**src/rtl/rst_sequencer.sv**
```systemverilog
// Power-up reset sequencer: staggers sensor reset, sensor init (with timeout and retry),
// controller reset release and motor-drive permission. A latched fault disables the drive.
module rst_sequencer #(
  parameter int CNT_W      = 17,
  parameter int POR_CYC    = 1024,
  parameter int TMO_CYC    = 65536,
  parameter int SETTLE_CYC = 256,
  parameter int MAX_RETRY  = 3,
  localparam int RW        = $clog2(MAX_RETRY + 1)
) (
  input  logic          clk,
  input  logic          RST_n,
  input  logic          soft_rst,
  input  logic          init_done,
  input  logic          sns_fail,
  input  logic          en_req,
  output logic          sns_rst_n,
  output logic          init_strt,
  output logic          ctrl_rst_n,
  output logic          drv_en,
  output logic          sys_rdy,
  output logic          fault,
  output logic [RW-1:0] retry_cnt
);

  typedef enum logic [2:0] {
    HOLD,
    SNS_INIT,
    CTRL_REL,
    RUN,
    FAULT
  } state_t;

  localparam logic [CNT_W-1:0] POR_LAST    = CNT_W'(POR_CYC - 1);
  localparam logic [CNT_W-1:0] TMO_LAST    = CNT_W'(TMO_CYC - 1);
  localparam logic [CNT_W-1:0] SETTLE_LAST = CNT_W'(SETTLE_CYC - 1);
  localparam logic [RW-1:0]    RETRY_MAX   = RW'(MAX_RETRY);

  state_t           state;
  logic [CNT_W-1:0] cnt;

  // NOTE: non-blocking assignments throughout, so every decision below sees the
  // pre-edge values of state, cnt and the outputs it also updates.
  always_ff @(posedge clk or negedge RST_n) begin
    if (!RST_n) begin
      state      <= HOLD;
      cnt        <= '0;
      retry_cnt  <= '0;
      sns_rst_n  <= 1'b0;
      init_strt  <= 1'b0;
      ctrl_rst_n <= 1'b0;
      drv_en     <= 1'b0;
      sys_rdy    <= 1'b0;
      fault      <= 1'b0;
    end else if (soft_rst) begin
      state      <= HOLD;
      cnt        <= '0;
      retry_cnt  <= '0;
      sns_rst_n  <= 1'b0;
      init_strt  <= 1'b0;
      ctrl_rst_n <= 1'b0;
      drv_en     <= 1'b0;
      sys_rdy    <= 1'b0;
      fault      <= 1'b0;
    end else if (sns_fail && (state == SNS_INIT || state == CTRL_REL || state == RUN)) begin
      // Sensor resets are left as they are; only the drive path is shut down.
      state     <= FAULT;
      cnt       <= '0;
      init_strt <= 1'b0;
      drv_en    <= 1'b0;
      sys_rdy   <= 1'b0;
      fault     <= 1'b1;
    end else begin
      case (state)
        HOLD: begin
          if (cnt == POR_LAST) begin
            state     <= SNS_INIT;
            cnt       <= '0;
            sns_rst_n <= 1'b1;
            init_strt <= 1'b1;
          end else begin
            cnt <= cnt + 1'b1;
          end
        end

        SNS_INIT: begin
          init_strt <= 1'b0;
          // init_done is checked first so a completion in the timeout cycle still counts.
          if (init_done) begin
            state      <= CTRL_REL;
            cnt        <= '0;
            ctrl_rst_n <= 1'b1;
          end else if (cnt == TMO_LAST) begin
            cnt <= '0;
            if (retry_cnt < RETRY_MAX) begin
              state     <= HOLD;
              retry_cnt <= retry_cnt + 1'b1;
              sns_rst_n <= 1'b0;
            end else begin
              state   <= FAULT;
              drv_en  <= 1'b0;
              sys_rdy <= 1'b0;
              fault   <= 1'b1;
            end
          end else begin
            cnt <= cnt + 1'b1;
          end
        end

        CTRL_REL: begin
          if (cnt == SETTLE_LAST) begin
            state   <= RUN;
            cnt     <= '0;
            sys_rdy <= 1'b1;
          end else begin
            cnt <= cnt + 1'b1;
          end
        end

        RUN: begin
          sys_rdy <= 1'b1;
          drv_en  <= en_req;
        end

        FAULT: begin
          init_strt <= 1'b0;
          drv_en    <= 1'b0;
          sys_rdy   <= 1'b0;
          fault     <= 1'b1;
        end

        default: begin
          state <= HOLD;
          cnt   <= '0;
        end
      endcase
    end
  end

endmodule
```
**config.mk**
```make
export PLATFORM = sky130hd
export DESIGN_NAME = rst_sequencer
export DESIGN_NICKNAME = d
export VERILOG_FILES = /design/src/rtl/rst_sequencer.sv
export SDC_FILE = /design/constraint.sdc
export NUM_CORES = 1
export LEC_CHECK = 0
export BUFFER_PORTS_ARGS = -buffer_cell sky130_fd_sc_hd__buf_2
export CORE_UTILIZATION = 60
export DETAILED_ROUTE_END_ITERATION = 7
export GPL_TIMING_DRIVEN = 0
export PLACE_DENSITY = 0.91
export SYNTH_ARGS = -nofsm -noshare
export SYNTH_HDL_FRONTEND = slang
export SYNTH_SLANG_ARGS = --single-unit
```
**constraint.sdc**
```tcl
create_clock -name clk -period 6.8 [get_ports clk]
set_clock_uncertainty 0.2 [all_clocks]
set_input_delay 2.04 -clock clk [delete_from_list [all_inputs] [get_ports clk]]
set_output_delay 2.04 -clock clk [all_outputs]
set_load 0.005 [all_outputs]
```
==> out/summary.txt <==
OUTCOME
-------------------------------------------------------------------------------------
Status                                                                   finished, violations left
Failing checks                                                                    DRC

LOGIC SYNTHESIS
-------------------------------------------------------------------------------------
Share of the yosys chip area belonging to registers                             0.373
Flip-flop and latch count after synthesis                                          28
Post-Syn Instances                                                                213
Synthesized net count                                                             223
Async set or reset register ratio after synthesis                                1.00
Mean post-synth cell area                                                    8.81 µm²
Cell Area, Synth                                                             1880 µm²
Largest cells by area after synthesis                                    sky130_fd_sc_hd__dfrtp_1 37%, sky130_fd_sc_hd__nand2_1 4.0%, sky130_fd_sc_hd__ha_1 2.7%
Number of distinct library cells after synthesis                                   58
Area fraction of the dominant cell type after synthesis                         0.373
Most used DFF post-synth                                                 sky130_fd_sc_hd__dfrtp_1
Synth warnings                                                                      0
Cell taking the most area after synthesis                                sky130_fd_sc_hd__dfrtp_1
Number of synthesized flops with an enable pin                                      0

FLOW RUN
-------------------------------------------------------------------------------------
Max capacitance violation total                                                     0

GLOBAL ROUTE
-------------------------------------------------------------------------------------
First-pass GRT wire length                                                    7290 µm
Initial antenna violation count                                                     0
Grt peak-use layer                                                               met2
Global routing usage on met3                                                   0.0290
Largest net degree at the start of global routing                                  29
Leftover overflow at the end of global routing                                      0
GR Util met2                                                                    0.433
GRT Resource Usage Total                                                        0.278
Number of global-route vias before repair                                        1641
Grt met1 use                                                                    0.397

CELLS AND AREA
-------------------------------------------------------------------------------------
Commonest non-fill, non-tap cells in the layout                          28 x sky130_fd_sc_hd__dfrtp_1, 20 x sky130_fd_sc_hd__nand2_1, 18 x sky130_fd_sc_hd__buf_2, 11 x sky130_fd_sc_hd__clkbuf_1
Number of diodes                                                                    0
Number of fillers in the final layout                                             221
Multi-input gate area                                                        1070 µm²
Growth of design area from synthesis to finish                                  7.20%
Area taken by flip-flops and latches                                          701 µm²
Layout cells sized above 1                                                      0.144
Final net count                                                                   240
Most frequent standard cell in the layout excluding fill and tap cells   sky130_fd_sc_hd__dfrtp_1

CLOCK NETWORK
-------------------------------------------------------------------------------------
PostCTS Resize Cnt                                                                  0
Number of buffers created by CTS                                                    3
Clk Latency, worst-skew pair                                                  0.33 ns
Largest buffer count on any clock path                                              2
H-Tree Level Count                                                                  1
Clock tree from TritonCTS                                                       built
CTS sink cnt                                                                       28
Postcts setup bufs                                                                  0
Clock-pin slew on the worst setup and hold paths                              0.16 ns
# hold bufs at CTS                                                                  0
Buffer type at the clock tree root                                       sky130_fd_sc_hd__clkbuf_4

CRITICAL PATH
-------------------------------------------------------------------------------------
Highest fanout seen on the critical path                                           10
Type of origin of the critical path                                      primary input
FF-to-FF End                                                                   cnt[6]
Beginning of the critical path                                               sns_fail
Data required, critical path                                                  6.88 ns
Arrival time worst endpoint                                                   3.38 ns
Slack of the worst reg-to-reg path                                            3.61 ns
Class of the most critical setup path                                    primary input to register
Reg-to-reg critical path startpoint                                            cnt[0]
Setup crit end kind                                                          register
Worst-case reg-to-reg path depth                                                    9

TIMING
-------------------------------------------------------------------------------------
Worst relative slew slack                                                       0.577
Final Hold Vio Count                                                                0
Final critical path time including I/O delays and setup                       3.30 ns
Highest clock frequency the design can meet                                   303 MHz
Final clock period utilization by the worst path                                0.485
Setup repair after global routing missed its margin                                no
Final Setup Violations                                                              0
Pins over their slew limit                                                          0
Slew of the pin with the lowest slew margin                                  0.635 ns
Total Negative Setup Slacks                                                      0 ns

DRT
-------------------------------------------------------------------------------------
Initial DRT Pass Iterations                                                         6
Number of DRC violations after detailed-routing iteration 0                        92
Antenna Violating Nets Remaining                                                    0
Drt wl/cell                                                                   16.1 µm
Vias per Instance                                                                6.69
DRC violations left                                                                 2
Via count                                                                        1740
Wire length reported by the detailed router                                   4190 µm

POWER AND IR DROP
-------------------------------------------------------------------------------------
Worst ir drop on vdd                                                         0.104 mV
Leakage power of the design                                                  0.813 nW
Overall power                                                                0.277 mW
Cell area power density                                                    137 nW/µm²

PLACED DESIGN
-------------------------------------------------------------------------------------
Post-detailed-placement half-perimeter wirelength                             3020 µm
Quantity of I/O buffers inserted on ports                                          12
Routability congestion estimate from global placement                           0.961

FLOORPLANNING
-------------------------------------------------------------------------------------
Boundary Pins                                                                      14
Core Footprint                                                               2850 µm²
Vertical die dimension                                                        57.9 µm
Initial core utilization                                                        0.658
Number of rows in the core area                                                    19
Die Footprint                                                                3360 µm²
Die Span X                                                                    57.9 µm

HOLD PATH
-------------------------------------------------------------------------------------
Hold depth                                                                          2
Worst Min Path Start                                                            fault
Endpoint of the worst hold-timing path                                          fault
Worst hold path class                                                    register to register

==> how the worst max path moves through the flow <==
stage,end,slack [ns],cells after the start
3_5_place_dp,cnt[15],3.11,6
2_1_floorplan,cnt[15],3.50,6
3_3_place_gp,cnt[15],3.15,6
4_1_cts,cnt[15],3.47,6
5_1_grt,cnt[9],3.37,6
6_report,cnt[15],3.50,6
==> cell usage after synthesis, types with 6 or more instances <==
master / instances
sky130_fd_sc_hd__nor4_1: 7
sky130_fd_sc_hd__nand2_1: 20
sky130_fd_sc_hd__a21oi_1: 7
sky130_fd_sc_hd__clkbuf_1: 11
sky130_fd_sc_hd__nand4_1: 7
sky130_fd_sc_hd__nand3_1: 7
sky130_fd_sc_hd__nor2_1: 10
sky130_fd_sc_hd__dfrtp_1: 28
sky130_fd_sc_hd__inv_1: 6
sky130_fd_sc_hd__nor3_1: 8
sky130_fd_sc_hd__buf_2: 6
sky130_fd_sc_hd__o21ai_0: 10
sky130_fd_sc_hd__o21ai_1: 10
==> worst max-delay path, stage by stage <==
cell and delay [ns]:
sky130_fd_sc_hd__buf_2 0.12, sky130_fd_sc_hd__nand4bb_1 0.25, sky130_fd_sc_hd__a21oi_2 0.44, sky130_fd_sc_hd__buf_2 0.33, sky130_fd_sc_hd__nand2_1 0.08, sky130_fd_sc_hd__a2bb2oi_1 0.12
==> kinds of logic after synthesis <==
group                    Yosys count  share of synthesized area
adder cells (fa/ha/maj)            4                     0.0267
AO/OA/AOI/OAI                     57                      0.210
buffers and inverters             25                     0.0560
AND/OR/NAND/NOR                   92                      0.301
XOR/XNOR                           6                     0.0280
multiplexers                       1                    0.00533
flip-flops                        28                      0.373
==> power by group <==
part           internal, mW  total (mW)  switching [mW]
clock                0.0328      0.0852          0.0524
combinational       0.00644      0.0205          0.0141
sequential            0.169       0.171         0.00198
total                 0.208       0.277          0.0685
==> sequential cells by signal, indices dropped and copies added (netlist names) <==
| register | count |
|---|---|
| cnt | 17 |
| ctrl_rst_n | 1 |
| drv_en | 1 |
| fault | 1 |
| init_strt | 1 |
| retry_cnt | 2 |
| sns_rst_n | 1 |
| state | 3 |
| sys_rdy | 1 |
==> through the flow <==
stage               hold WS (ns)  cells  cell area [µm²]  worst slack [ns]  utilization
floorplan                  0.286    213             1880              3.50            -
global placement           0.274    256             1980              3.15        0.693
detailed placement         0.305    256             1980              3.11        0.693
CTS                        0.327    260             2010              3.47        0.705
global route               0.366    260             2010              3.37        0.705
finish                     0.322    260             2010              3.50        0.705
==> metal layers <==
layer | part of all wire | up-vias | wire length, µm
li1 | - | 833 | -
met1 | 0.46 | 848 | 1930
met2 | 0.46 | 51 | 1950
met3 | 0.057 | 8 | 239
met4 | 0.017 | 0 | 70
met5 | 0 | - | 0
==> cell type report <==
| class | instances | share of cell area |
|---|---|---|
| buffer | 19 | 0.0410 |
| sequential | 28 | 0.348 |
| tap | 31 | 0.0193 |
| multi-input combinational | 160 | 0.532 |
| timing repair buffer | 12 | 0.0299 |
| inverter | 6 | 0.0112 |
| clock buffer | 4 | 0.0180 |
Note: power is estimated with default switching activity, not from simulation.
